**src/rtl/gcd_arb_pkg.sv**
```systemverilog
// gcd_arb_pkg
// Shared types and default sizing for the GCD arbiter slice.
//   arb_state_e : arbiter FSM state encoding
//   DEF_OP_SZ   : default operand/result width
//   DEF_N_REQ   : default number of requesters
package gcd_arb_pkg;

  localparam int DEF_OP_SZ = 8;
  localparam int DEF_N_REQ = 4;

  typedef enum logic [1:0] {
    ST_IDLE = 2'd0,
    ST_LOAD = 2'd1,
    ST_RUN  = 2'd2,
    ST_RESP = 2'd3
  } arb_state_e;

endpackage

```
**src/rtl/gcd_arbiter_rr_picker.sv**
```systemverilog
// rr_picker
// Combinational round-robin selector: picks the first set request bit at or
// after ptr, searching cyclically.
// Ports:
//   req      in  N_REQ  request vector
//   ptr      in  ID_W   highest-priority index
//   gnt      out N_REQ  one-hot grant (all zero when no request)
//   gnt_idx  out ID_W   index of the granted bit
//   req_any  out 1      at least one request is set
import gcd_arb_pkg::*;

module rr_picker #(
  parameter int N_REQ = DEF_N_REQ,
  parameter int ID_W  = $clog2(N_REQ)
) (
  input  logic [N_REQ-1:0] req,
  input  logic [ID_W-1:0]  ptr,
  output logic [N_REQ-1:0] gnt,
  output logic [ID_W-1:0]  gnt_idx,
  output logic             req_any
);

  logic            found;
  logic [ID_W-1:0] cand;

  always_comb begin
    gnt     = '0;
    gnt_idx = '0;
    req_any = |req;
    found   = 1'b0;
    cand    = '0;
    for (int i = 0; i < N_REQ; i++) begin
      cand = ID_W'((int'(ptr) + i) % N_REQ);
      if (!found && req[cand]) begin
        found       = 1'b1;
        gnt[cand]   = 1'b1;
        gnt_idx     = cand;
      end
    end
  end

endmodule

```
**src/rtl/gcd_arbiter.sv**
```systemverilog
// gcd_arbiter
// Round-robin scheduler sharing one GCD core among N_REQ requesters. One job
// in flight at a time: grant in IDLE, load the core, wait for core_done, then
// hold the response until the consumer takes it.
// Optional feature macro: GCD_ARB_ZERO_BYPASS_EN -- a job with a zero operand
// skips the core and answers with the nonzero operand (or 0).
// Ports:
//   clk, rst              clock, synchronous active-high reset
//   req_valid/req_ready   per-requester handshake (req_ready one-hot, IDLE only)
//   req_a, req_b          packed operands, requester i at [i*OP_SZ +: OP_SZ]
//   rsp_valid/rsp_ready   response handshake
//   rsp_id, rsp_res       answered requester and its result
//   core_a, core_b        operands to the core
//   core_load, core_start core control (load pulse, start level)
//   core_res, core_done   core result and done level
//
// state   | meaning
// --------+----------------------------------------------------
// IDLE    | waiting for any request; grant and latch operands
// LOAD    | pulse core_load with latched operands
// RUN     | core computing; capture core_res on core_done
// RESP    | rsp_valid held until rsp_ready; then advance rr_ptr
import gcd_arb_pkg::*;

module gcd_arbiter #(
  parameter int OP_SZ = DEF_OP_SZ,
  parameter int N_REQ = DEF_N_REQ,
  parameter int ID_W  = $clog2(N_REQ)
) (
  input  logic                   clk,
  input  logic                   rst,
  input  logic [N_REQ-1:0]       req_valid,
  output logic [N_REQ-1:0]       req_ready,
  input  logic [N_REQ*OP_SZ-1:0] req_a,
  input  logic [N_REQ*OP_SZ-1:0] req_b,
  output logic                   rsp_valid,
  input  logic                   rsp_ready,
  output logic [ID_W-1:0]        rsp_id,
  output logic [OP_SZ-1:0]       rsp_res,
  output logic [OP_SZ-1:0]       core_a,
  output logic [OP_SZ-1:0]       core_b,
  output logic                   core_load,
  output logic                   core_start,
  input  logic [OP_SZ-1:0]       core_res,
  input  logic                   core_done
);

  arb_state_e       state_q, state_d;
  logic [ID_W-1:0]  rr_ptr_q;
  logic [ID_W-1:0]  gnt_q;
  logic [OP_SZ-1:0] a_q, b_q, res_q;

  logic [N_REQ-1:0] pick_gnt;
  logic [ID_W-1:0]  pick_idx;
  logic             pick_any;
  logic [OP_SZ-1:0] a_arr [N_REQ];
  logic [OP_SZ-1:0] b_arr [N_REQ];
  logic [OP_SZ-1:0] sel_a, sel_b;
  logic             take_bypass;
  logic             grant;

  for (genvar gi = 0; gi < N_REQ; gi++) begin : g_unpack
    assign a_arr[gi] = req_a[gi*OP_SZ +: OP_SZ];
    assign b_arr[gi] = req_b[gi*OP_SZ +: OP_SZ];
  end

  rr_picker #(
    .N_REQ (N_REQ),
    .ID_W  (ID_W)
  ) u_picker (
    .req     (req_valid),
    .ptr     (rr_ptr_q),
    .gnt     (pick_gnt),
    .gnt_idx (pick_idx),
    .req_any (pick_any)
  );

  assign sel_a = a_arr[pick_idx];
  assign sel_b = b_arr[pick_idx];

`ifdef GCD_ARB_ZERO_BYPASS_EN
  assign take_bypass = (sel_a == '0) || (sel_b == '0);
`else
  assign take_bypass = 1'b0;
`endif

  // A grant is never offered while reset is asserted: the requester would
  // drop its request for a job the arbiter is about to forget.
  assign grant = (state_q == ST_IDLE) && pick_any && !rst;

  always_comb begin
    state_d    = state_q;
    req_ready  = '0;
    core_load  = 1'b0;
    core_start = 1'b0;
    rsp_valid  = 1'b0;
    case (state_q)
      ST_IDLE: begin
        if (grant) begin
          req_ready = pick_gnt;
          state_d   = take_bypass ? ST_RESP : ST_LOAD;
        end
      end
      ST_LOAD: begin
        core_load  = 1'b1;
        core_start = 1'b1;
        state_d    = ST_RUN;
      end
      ST_RUN: begin
        core_start = 1'b1;
        if (core_done) state_d = ST_RESP;
      end
      ST_RESP: begin
        rsp_valid = 1'b1;
        if (rsp_ready) state_d = ST_IDLE;
      end
      default: state_d = ST_IDLE;
    endcase
  end

  always_ff @(posedge clk) begin
    if (rst) begin
      state_q  <= ST_IDLE;
      rr_ptr_q <= '0;
      gnt_q    <= '0;
      a_q      <= '0;
      b_q      <= '0;
      res_q    <= '0;
    end else begin
      state_q <= state_d;
      case (state_q)
        ST_IDLE: begin
          if (grant) begin
            gnt_q <= pick_idx;
            a_q   <= sel_a;
            b_q   <= sel_b;
            // With one operand zero, OR yields the other one (or 0 for both).
            if (take_bypass) res_q <= sel_a | sel_b;
          end
        end
        ST_RUN: begin
          if (core_done) res_q <= core_res;
        end
        ST_RESP: begin
          if (rsp_ready) begin
            rr_ptr_q <= (gnt_q == ID_W'(N_REQ - 1)) ? '0 : gnt_q + ID_W'(1);
          end
        end
        default: ;
      endcase
    end
  end

  assign core_a  = a_q;
  assign core_b  = b_q;
  assign rsp_id  = gnt_q;
  assign rsp_res = res_q;

endmodule

```
**config.mk**
```make
export PLATFORM = sky130hd
export DESIGN_NAME = gcd_arbiter
export DESIGN_NICKNAME = d
export VERILOG_FILES = /design/src/rtl/gcd_arb_pkg.sv /design/src/rtl/gcd_arbiter_rr_picker.sv /design/src/rtl/gcd_arbiter.sv
export SDC_FILE = /design/constraint.sdc
export NUM_CORES = 1
export LEC_CHECK = 0
export ABC_AREA = 1
export CORE_UTILIZATION = 30
export CTS_CLUSTER_SIZE = 8
export DETAILED_ROUTE_END_ITERATION = 8
export GPL_TIMING_DRIVEN = 0
export PLACE_DENSITY = 0.63
export SYNTH_ARGS = -nofsm -noshare
export SYNTH_HDL_FRONTEND = slang
export SYNTH_HIERARCHICAL = 1
export SYNTH_SLANG_ARGS = --single-unit
export TNS_END_PERCENT = 30
```
**constraint.sdc**
```tcl
create_clock -name clk -period 2.2 [get_ports clk]
set_input_delay 0.44 -clock clk [delete_from_list [all_inputs] [get_ports clk]]
set_output_delay 0.44 -clock clk [all_outputs]
set_load 0.005 [all_outputs]
```
; ---- Yosys cells after proc, flatten, opt, wreduce, memory -nomap -nowiden
; Index checks and enable logic that the tools add are counted.
[totals]
reg_bits = 30
input_bits = 80
out_inout_bits = 33
wordCells = 93
[op_classes]
n_addsub = 4
n_lt_le_gt_ge = 9
n_eq_ne = 7
n_mux = 43
bitwise = 4
reduce_logical = 20
[op_table]
columns = cell, n
row1 = 8-bit binary-select mux with 2-bit select, 2
row2 = 8-bit 2-to-1 mux, 4
row3 = 4-bit 2-to-1 mux, 6
row4 = 2-bit 2-to-1 mux, 8
row5 = 1-bit 2-to-1 mux, 14
row6 = "2-bit by 3-bit less-than comparator with 1-bit output, second input constant", 4
row7 = 4-bit OR, 3
row8 = 1-bit logical AND, 9
row9 = 1-bit binary-select mux with 2-bit select, 4
row10 = 1-bit demux with 2-bit select, 4
row11 = "2-bit by 1-bit greater-or-equal comparator with 1-bit output, second input constant", 4
row12 = 2-bit case mux with 4 select lines, 1
row13 = "2-bit equality test, second input constant", 3
row14 = "2-bit inequality test, second input constant", 3
row15 = 2-bit AND reduction, 3
row16 = "2-bit by 1-bit adder with 2-bit output, second input constant", 2
row17 = "2-bit adder, second input constant", 2
row18 = 1-bit zero test, 4
row19 = 4-bit OR reduction, 1
row20 = "3-bit greater-or-equal comparator, second input constant", 1
row21 = 2-bit inverter with 3-bit output, 1
row22 = 3-bit AND reduction, 1
row23 = "2-bit by 1-bit equality test with 1-bit output, second input constant", 1
row24 = 2-bit zero test, 1
row25 = 2-bit OR reduction, 1

; ---- Logic depth before layout (Yosys ltp)
; Gate-level depths: netlist of run 1.
[logic_depth]
word_depth = 16
mapped_depth = 18
ltp_nobuf = 16

; ---- Hierarchy
; Netlist of run 1, hierarchy kept.
[modules_own_cells]
columns = module, n_inst, cells_each, area_per_inst_um2, seq_area_each_um2
row1 = gcd_arbiter, 1, 281, 1727.9, 600.6
row2 = rr_picker, 1, 83, 534.3, 0.0

; ---- Worst setup path after synthesis of run 1
; OpenSTA, ideal clock, no wires.
[synth_timing]
path_type = reg2reg
start = register rr_ptr_q[1]
end = register a_q[0], in the netlist core_a[0]
setup_time_ps = 112
arrival_time_ps = 2251
required_ps = 2088
path_slack_ps = -163
stages_incl_launch_ff = 16
n_path_buf = 1
synth_period_minus_slack_ps = 2363
cell_sequence = dfxtp_1 -> bufinv_8 -> ha_1 -> inv_1 -> nand3_1 -> nand2_1 -> nand3_1 -> nor2_1 -> nor2_1 -> nor2_1 -> inv_2 -> buf_2 -> nor2_1 -> o21ai_1 -> nand2_1 -> nand2_1
[synth_via]
elab_chain_len = 16
elab_cells_between_ends = 28
cone_classes = add/sub (3) / mux (18) / bitwise (1) / reduce/logical (6)
[synth_rtl]
columns = item, line_no
row1 = "start, declared", gcd_arbiter.sv:49  ; logic [ID_W-1:0] rr_ptr_q;
row2 = "start signal, assigned", gcd_arbiter.sv:146  ; rr_ptr_q <= (gnt_q == ID_W'(N_REQ - 1)) ? '0 : gnt_q + ID_W'(1);
row3 = branches (longest 11 deep; another with 2-bit by 1-bit adder with 2-bit output), n/a
row4 = 2-bit 2-to-1 mux (*), gcd_arbiter_rr_picker.sv:34  ; if (!found && req[cand]) begin
row5 = net pick_idx[0], gcd_arbiter.sv:54  ; logic [ID_W-1:0] pick_idx;
row6 = 2-bit inverter with 3-bit output (implied by the code) (*), gcd_arbiter.sv:78  ; assign sel_a = a_arr[pick_idx];
row7 = 8-bit binary-select mux with 2-bit select (*), gcd_arbiter.sv:78
row8 = 8-bit 2-to-1 mux (implied by the code) (*) (2 in series), gcd_arbiter.sv:78
row9 = "end signal, assigned", gcd_arbiter.sv:135  ; a_q <= sel_a;
row10 = "end, declared", gcd_arbiter.sv:51  ; logic [OP_SZ-1:0] a_q, b_q, res_q;
; Mark *: on every way through the listed nets, which the timed path passes. The select of a mux whose other input is x is not followed.
; A chain may end at the register's enable or synchronous reset.

; ---- Final worst setup path of run 1
[layout_timing]
start = register rr_ptr_q[0]
end = output port req_ready[0]
[layout_via]
elab_chain_len = 14
elab_cells_between_ends = 49
cone_classes = add/sub (3) / order compare (8) / mux (25) / bitwise (3) / reduce/logical (10)
[layout_rtl]
columns = item, line_no
row1 = branches (longest 11 deep; another with 2-bit by 3-bit less-than comparator with 1-bit output), n/a
row2 = 4-bit 2-to-1 mux (*), gcd_arbiter_rr_picker.sv:34
row3 = net pick_gnt[0], gcd_arbiter.sv:53  ; logic [N_REQ-1:0] pick_gnt;
row4 = 4-bit 2-to-1 mux (*), gcd_arbiter.sv:99  ; if (grant) begin
row5 = 4-bit 2-to-1 mux (*), gcd_arbiter.sv:97  ; case (state_q)
row6 = "end, declared", gcd_arbiter.sv:33  ; output logic [N_REQ-1:0] req_ready,
; Marked as above.

==> impl_results.md, run 1 <==
- Num rows: 31
- Die W: 88.8 um
- Die area: approximately 7900 um^2
- First-pass GRT wire length: 12.3 mm
- Worst path max stage delay: 0.41 ns
- Setup ws final: -0.158 ns
- Synth Cell Area: ~2300 um^2
- Met3 Use GR: 6.44%
- Post-Synthesis Cells: ~360
- Crit Path Max Fanout: 5
- Slew HR: 73.4%
- Max Slew Vio Count: 0
- Pin count of the biggest net entering global routing: 11
- Initial core utilization: a little under a third
- Worst reg2reg startpoint: rr_ptr_q[0]
- Final setup fails: 14
- Worst vdd ir: 0.000407 V
- Met1 usage: 23.1%
- Max stage delay cell, worst path: dfxtp_4
- N_diodes: 0
- Vias in the first global route: 2701
- Initial DRT Pass Iterations: 4
- WP data arrival: 1.92 ns
- Post-layout util: 54.1%
- Top Usage Layer GRT: met2
- Critical Path RT: 1.76 ns
- Final instance area: 3930 um^2
- Clock Skews: roughly 0.0050 ns
- Syn_area_per_cell: about 6.2 um^2
- Worst-Skew Late Latency: 0.28 ns
- Post-synthesis cell type count: 30
- GR Util All Layers: roughly 20%
- Layout cells sized above 1: roughly a fifth
- Drt via density: between 4 and 5
- Placed cells: roughly 580
- # hold bufs at CTS: 0
- RSZ-0062 raised after global routing: true
- Failing checks: setup timing
- Non-filler cells, final: 604
- Seq/Total Area, Yosys: 26.5%
- WL final: 7.76 mm
- Clk buf depth: 2
- Period Utilization, post-route: 107%
- P per Cell Area: 887 nW/um^2
- Max Cap Viol: 0
- Initial antenna violation count: 0
- Reg clk slew, reported paths: 0.06 ns
- Sink of the worst hold path: core_a[6]
- CTS Buf Count: 5
- Status: complete, but fails checks
- CTS tree: built
- Io pins: 113
- Final hold vios: 0
- FF+latch count, synth: 30
- DR vias: 2857
- Port Buffers: 112
- CP bufs+invs: 6
- Core Area: between 7000 and 8000 um^2
- Crit end category: output port
- Worst R2R Path Depth: 18
- HP Start: core_a[6]
- Clock sink count: 30
- Worst setup path class: reg -> out
- Drt drc: 0
- Total power: 3.48 mW
- Lkg Pwr: 1.81 nW
- Peak Freq: 424 MHz
- R2r setup slk: -0.03 ns
- Worst reg2reg path endpoint: core_a[0]
- Nets: 595
- Critical-path cell list: inv_8 -> ha_4 -> inv_4 -> nand3_4 -> nand2_4 -> nor2_8 -> buf_6 -> buf_6 -> nand3_2 -> nand3_2 -> inv_1 -> nor2_1 -> buf_2
- Dpl cell area: between 3000 and 4000 um^2
- WL/cell: about 13 um
- Yosys warning count: 6
- Hold WC Path Type: reg -> reg
- Critical Path Start Type: flop
- HPWL Detailed: approximately 5.6 mm
- GRT Residual Overflow: 0
- DIE HEIGHT: 88.8 um
- Critical path's top delay family: buffers and inverters
- Syn Nets: 454
- Routability cong.: about 0.89
- DRT iter0 DRCs: 109
- Root buffer cell: clkbuf_8
- Hold Path Stages: 2
- Post-route ant nets: 0
- Tmin final: 2.36 ns
- Area Overhead vs Synth: 73.6%
- Number of H-tree levels: 2
- Worst-margin pin slew: 0.400 ns
- Met2 Use GR: a little over a third
cell usage in the layout (no fill, tap or decap), types with 2 or more instances in the layout:
cell / instances
nand2_1: 117
clkdlybuf4s50_1: 104
nor2_1: 43
nand3_1: 29
dfxtp_1: 28
buf_4: 23
o21ai_0: 22
inv_1: 21
o21ai_1: 20
ha_1: 9
nand3_2: 9
buf_2: 7
nand2_2: 6
buf_6: 6
o21ai_2: 5
a21oi_1: 5
clkbuf_8: 5
a21oi_2: 4
dlygate4sd2_1: 4
nand2_4: 4
nor2_4: 3
inv_2: 3
nand3_4: 3
a21boi_0: 3
inv_4: 2
clkinv_2: 2
dfxtp_4: 2
inv_8: 2
nand2_8: 2
sequential cells by signal, indices dropped and copies added (netlist names):
name      flops
core_a        8
core_b        8
rsp_res       8
rr_ptr_q      2
rsp_id        2
state_q       2
power by group:
part           internal (mW)  total (mW)  switching [mW]
logic                   1.10        2.19            1.09
clock network          0.212       0.414           0.203
registers              0.741       0.874           0.133
synth_stat cells, drive strengths merged:
| library cell | count | share of area, % |
|---|---|---|
| a21oi | 9 | 2.0 |
| inv | 28 | 5.1 |
| nand4 | 1 | 0.28 |
| nor2 | 48 | 9.1 |
| ha | 10 | 5.5 |
| o21ai | 47 | 10 |
| nand3 | 41 | 9.8 |
| clkbuf | 2 | 0.50 |
| a21boi | 4 | 1.3 |
| bufinv | 1 | 0.77 |
| nand2 | 129 | 24 |
| dfxtp | 30 | 27 |
| o211a | 1 | 0.44 |
| buf | 13 | 4.1 |
stage by stage:
| step | setup WS [ns] | hold slack [ns] | setup TNS, ns |
|---|---|---|---|
| floorplan | 0.0183 | 0.466 | 0 |
| global placement | -0.626 | 0.462 | -8.90 |
| detailed placement | -0.680 | 0.464 | -9.60 |
| CTS | -0.196 | 0.479 | -2.35 |
| global route | -0.261 | 0.495 | -3.01 |
| finish | -0.158 | 0.478 | -0.660 |
cell type report:
cell class,count,area [um^2]
multi-input cells,290,1570
flip-flops and latches,30,608
clock inverters,2,10.0
plain buffers,14,109
well taps,99,124
inverters,29,141
fillers,722,3330
clock buffers,5,68.8
repair buffers,135,1300
worst max-delay path by stage:
stage | from | end | slack (ns) | depth (start not counted)
after detailed placement | req_valid[0] | req_ready[3] | -0.68 | 8
after global placement | req_valid[0] | req_ready[0] | -0.63 | 8
after floorplan | rr_ptr_q[1] | core_a[0] | 0.02 | 15
after CTS | rr_ptr_q[0] | req_ready[1] | -0.20 | 14
after global routing | rr_ptr_q[0] | req_ready[0] | -0.26 | 13
final | rr_ptr_q[0] | req_ready[0] | -0.16 | 13
metal layers:
layer,up-vias,wire length [um]
li1,1443,-
met1,1287,3150
met2,111,3850
met3,16,619
met4,0,133
met5,-,0
cells by family after synthesis:
kind of cell	Yosys count	synth area share, %
AND/OR/NAND/NOR	219	43.3
AO/OA/AOI/OAI	61	14.2
buffers and inverters	44	10.5
flip-flops	30	26.5
adder cells (fa/ha/maj)	10	5.53
timing repair:
item,in CTS,in global routing
pin swaps,11,19
cloned,0,1
buffers inserted,18,4
hold endpoints to repair,0,0
endpoints found under the setup margin,22,22
resized for setup,47,29
tightest hold or removal path, cell delays in order (launching register included):
cell,delay (ns)
dfxtp_1,0.31
nand3_1,0.07
nand2_1,0.05
No activity file was read; power rests on OpenSTA's default activity.
==> run 2, diff against run 1 <==
- CORE_MARGIN: unset -> 2
- CTS_CLUSTER_DIAMETER: unset -> 120
==> run 2 against run 1 <==
- the run still ends with setup timing left
- combinational power decreased by 2%
- sequential power shrank 0.7%
- first-iteration DRC count shrank 3.7%
- final area about the same
- power is 1.7% lower
- die area up 4.6%
- non-clock buffer count down 1
- hold slack got worse by 0.0069 ns
- clock power is 3% lower
- wire length is 0.76% higher
- fmax down 2.6%
- critical endpoint is now req_ready[1]
==> impl_results.md, run 2 (synthesis results as in run 1) <==
- GR Util All Layers: 19.0%
- Max Slew Vio Count: 0
- Port Buffers: 112
- Worst path max stage delay: between 0.3 and 0.4 ns
- Nets: 595
- DR vias: 2832
- Max Cap Viol: 0
- Number of H-tree levels: 2
- Max stage delay cell, worst path: dfxtp_4
- Drt drc: 0
- Core Area: 7290 um^2
- Crit end category: output port
- Final setup fails: 20
- Hold Path Stages: 2
- Failing checks: setup timing
- Initial DRT Pass Iterations: 4
- Initial core utilization: 31.0%
- Top cell by count, worst path: buf_6
- Dpl cell area: ~3500 um^2
- Post-route ant nets: 0
- Setup ws final: -0.222 ns
- P per Cell Area: 872 nW/um^2
- Final setup TNS: -2.34 ns
- DRT iter0 DRCs: 105
- Io pins: roughly 110
- Clk buf depth: 2
- Period Utilization, post-route: 110%
- Status: complete, but fails checks
- Most frequent cells in the layout: nand2_1, clkdlybuf4s50_1, nor2_1
- Reg power frac: approximately 25%
- Area Overhead vs Synth: 73.5%
- Tmin final: between 2 and 2.5 ns
- Peak Freq: between 400 and 500 MHz
- Slew HR: 73.5%
- CTS Buf Count: 5
- Final hold vios: 0
- Clock sink count: 30
- Clk pwr share: around an eighth
- Register Area: 608 um^2
- Worst-margin pin slew: 0.397 ns
- Crit Path Max Fanout: 4
- Final instance area: 3930 um^2
- First-pass GRT wire length: 12.9 mm
- Critical Path RT: approximately 1.8 ns
- Pin count of the biggest net entering global routing: 11
- Commonest non-fill, non-tap cell in the layout: nand2_1
- Worst-Skew Late Latency: approximately 0.27 ns
- Worst setup path class: reg -> out
- Worst vdd ir: 0.000457 V
- Number of fill cells in the layout: 768
- NetSw: around 1.4 mW
- Top Usage Layer GRT: met2
- Lkg Pwr: between 1.5 and 2 nW
- DIE HEIGHT: about 91 um
- WP data arrival: approximately 2.0 ns
- Area of the multi-input gates: 1590 um^2
- Critical-path cell list: buf_6 -> inv_8 -> ha_4 -> inv_6 -> nand3_4 -> nand2_4 -> nor2_4 -> buf_6 -> buf_6 -> nand3_2 -> nand3_2 -> inv_1 -> nor2_1 -> buf_2
- Root buffer cell: clkbuf_8
- # hold bufs at CTS: 0
- RSZ-0062 raised after global routing: true
- Die area: approximately 8300 um^2
- Internal power: approximately 2 mW
- Met1 usage: 20.5%
- Vias in the first global route: 2854
- Routability cong.: 0.863
- Placed cells: 575
- CTS tree: built
- Worst R2R Path Depth: 19
- Drt via density: 4.69
- Reg clk slew, reported paths: about 0.060 ns
- Met3 Use GR: 7.10%
- WL/cell: 12.9 um
- Non-filler cells, final: just over 600
- Layout cells sized above 1: approximately a fifth
- Num rows: 31
- GRT Residual Overflow: 0
- Initial antenna violation count: 0
- Met2 Use GR: 34.2%
- HPWL Detailed: approximately 5.7 mm
- Combinational power share: 63.0%
- WL final: 7.82 mm
- Switch share: 40.8%
- Die W: 90.8 um
- Clock Skews: 0.00331 ns
- Critical Path Start Type: flop
- N_diodes: 0
- Hold WC Path Type: reg -> reg
==> run 2: changes by cell type in the layout (fill, tap and decap cells not counted), moves of 3 or more <==
cell	delta
nand2_2	-3
nand3_1	-3
nand3_2	+3
o21ai_0	+6
o21ai_2	-5
==> run 2: cell type report <==
class	instances	share of cell area [%]
Multi-Input combinational cell	291	40.5
Timing Repair Buffer	133	32.2
Sequential cell	30	15.5
Inverter	29	3.54
Buffer	15	3.16
Tap cell	99	3.16
Clock buffer	7	1.94
==> run 2: worst max-delay path, delay by kind of cell (launching register included) <==
family | cells | cell delay [ns]
buf+inv | 7 | 0.59
simple gates | 6 | 0.47
flops | 1 | 0.35
fa+ha+maj | 1 | 0.31
==> run 2: per-stage QoR <==
| step | total power, mW | setup slack, ns | hold WS (ns) | util (%) |
|---|---|---|---|---|
| after global placement | 2.75 | -0.615 | 0.463 | 48.2 |
| after floorplan | 1.92 | 0.0183 | 0.466 | - |
| final | 3.42 | -0.222 | 0.471 | 53.8 |
| after detailed placement | 2.77 | -0.639 | 0.464 | 48.2 |
| after global routing | 3.74 | -0.316 | 0.493 | 53.8 |
| after CTS | 3.37 | -0.147 | 0.475 | 52.8 |
==> run 2: final timing paths <==
check,start,end,slack (ns)
worst max register to register,rr_ptr_q[0],core_b[5],-0.14
worst min-delay path,core_b[2],core_b[2],0.47
worst min register to register,core_b[2],core_b[2],0.47
worst max-delay path,rr_ptr_q[0],req_ready[1],-0.22
==> run 2: power groups by stage <==
| stage | combinational, mW | sequential (mW) | clock, mW |
|---|---|---|---|
| finish | 2.15 | 0.868 | 0.400 |
| global route | 2.40 | 0.902 | 0.441 |
| floorplan | 1.05 | 0.872 | 0 |
| detailed placement | 1.89 | 0.881 | 0 |
| global placement | 1.87 | 0.879 | 0 |
| CTS | 2.08 | 0.871 | 0.412 |
==> run 2: metal layers <==
metal  part of all wire, %  wire (um)
met1                    40       3140
met2                    49       3860
met3                   7.9        620
met4                   2.5        198
met5                     0          0
==> run 2: repair_timing <==
action                                  4_1_cts  5_1_grt
endpoints found under the setup margin       22       21
gates cloned                                  1        0
resized for setup                            53       21
setup buffers                                20        1
pin swaps                                    17        9
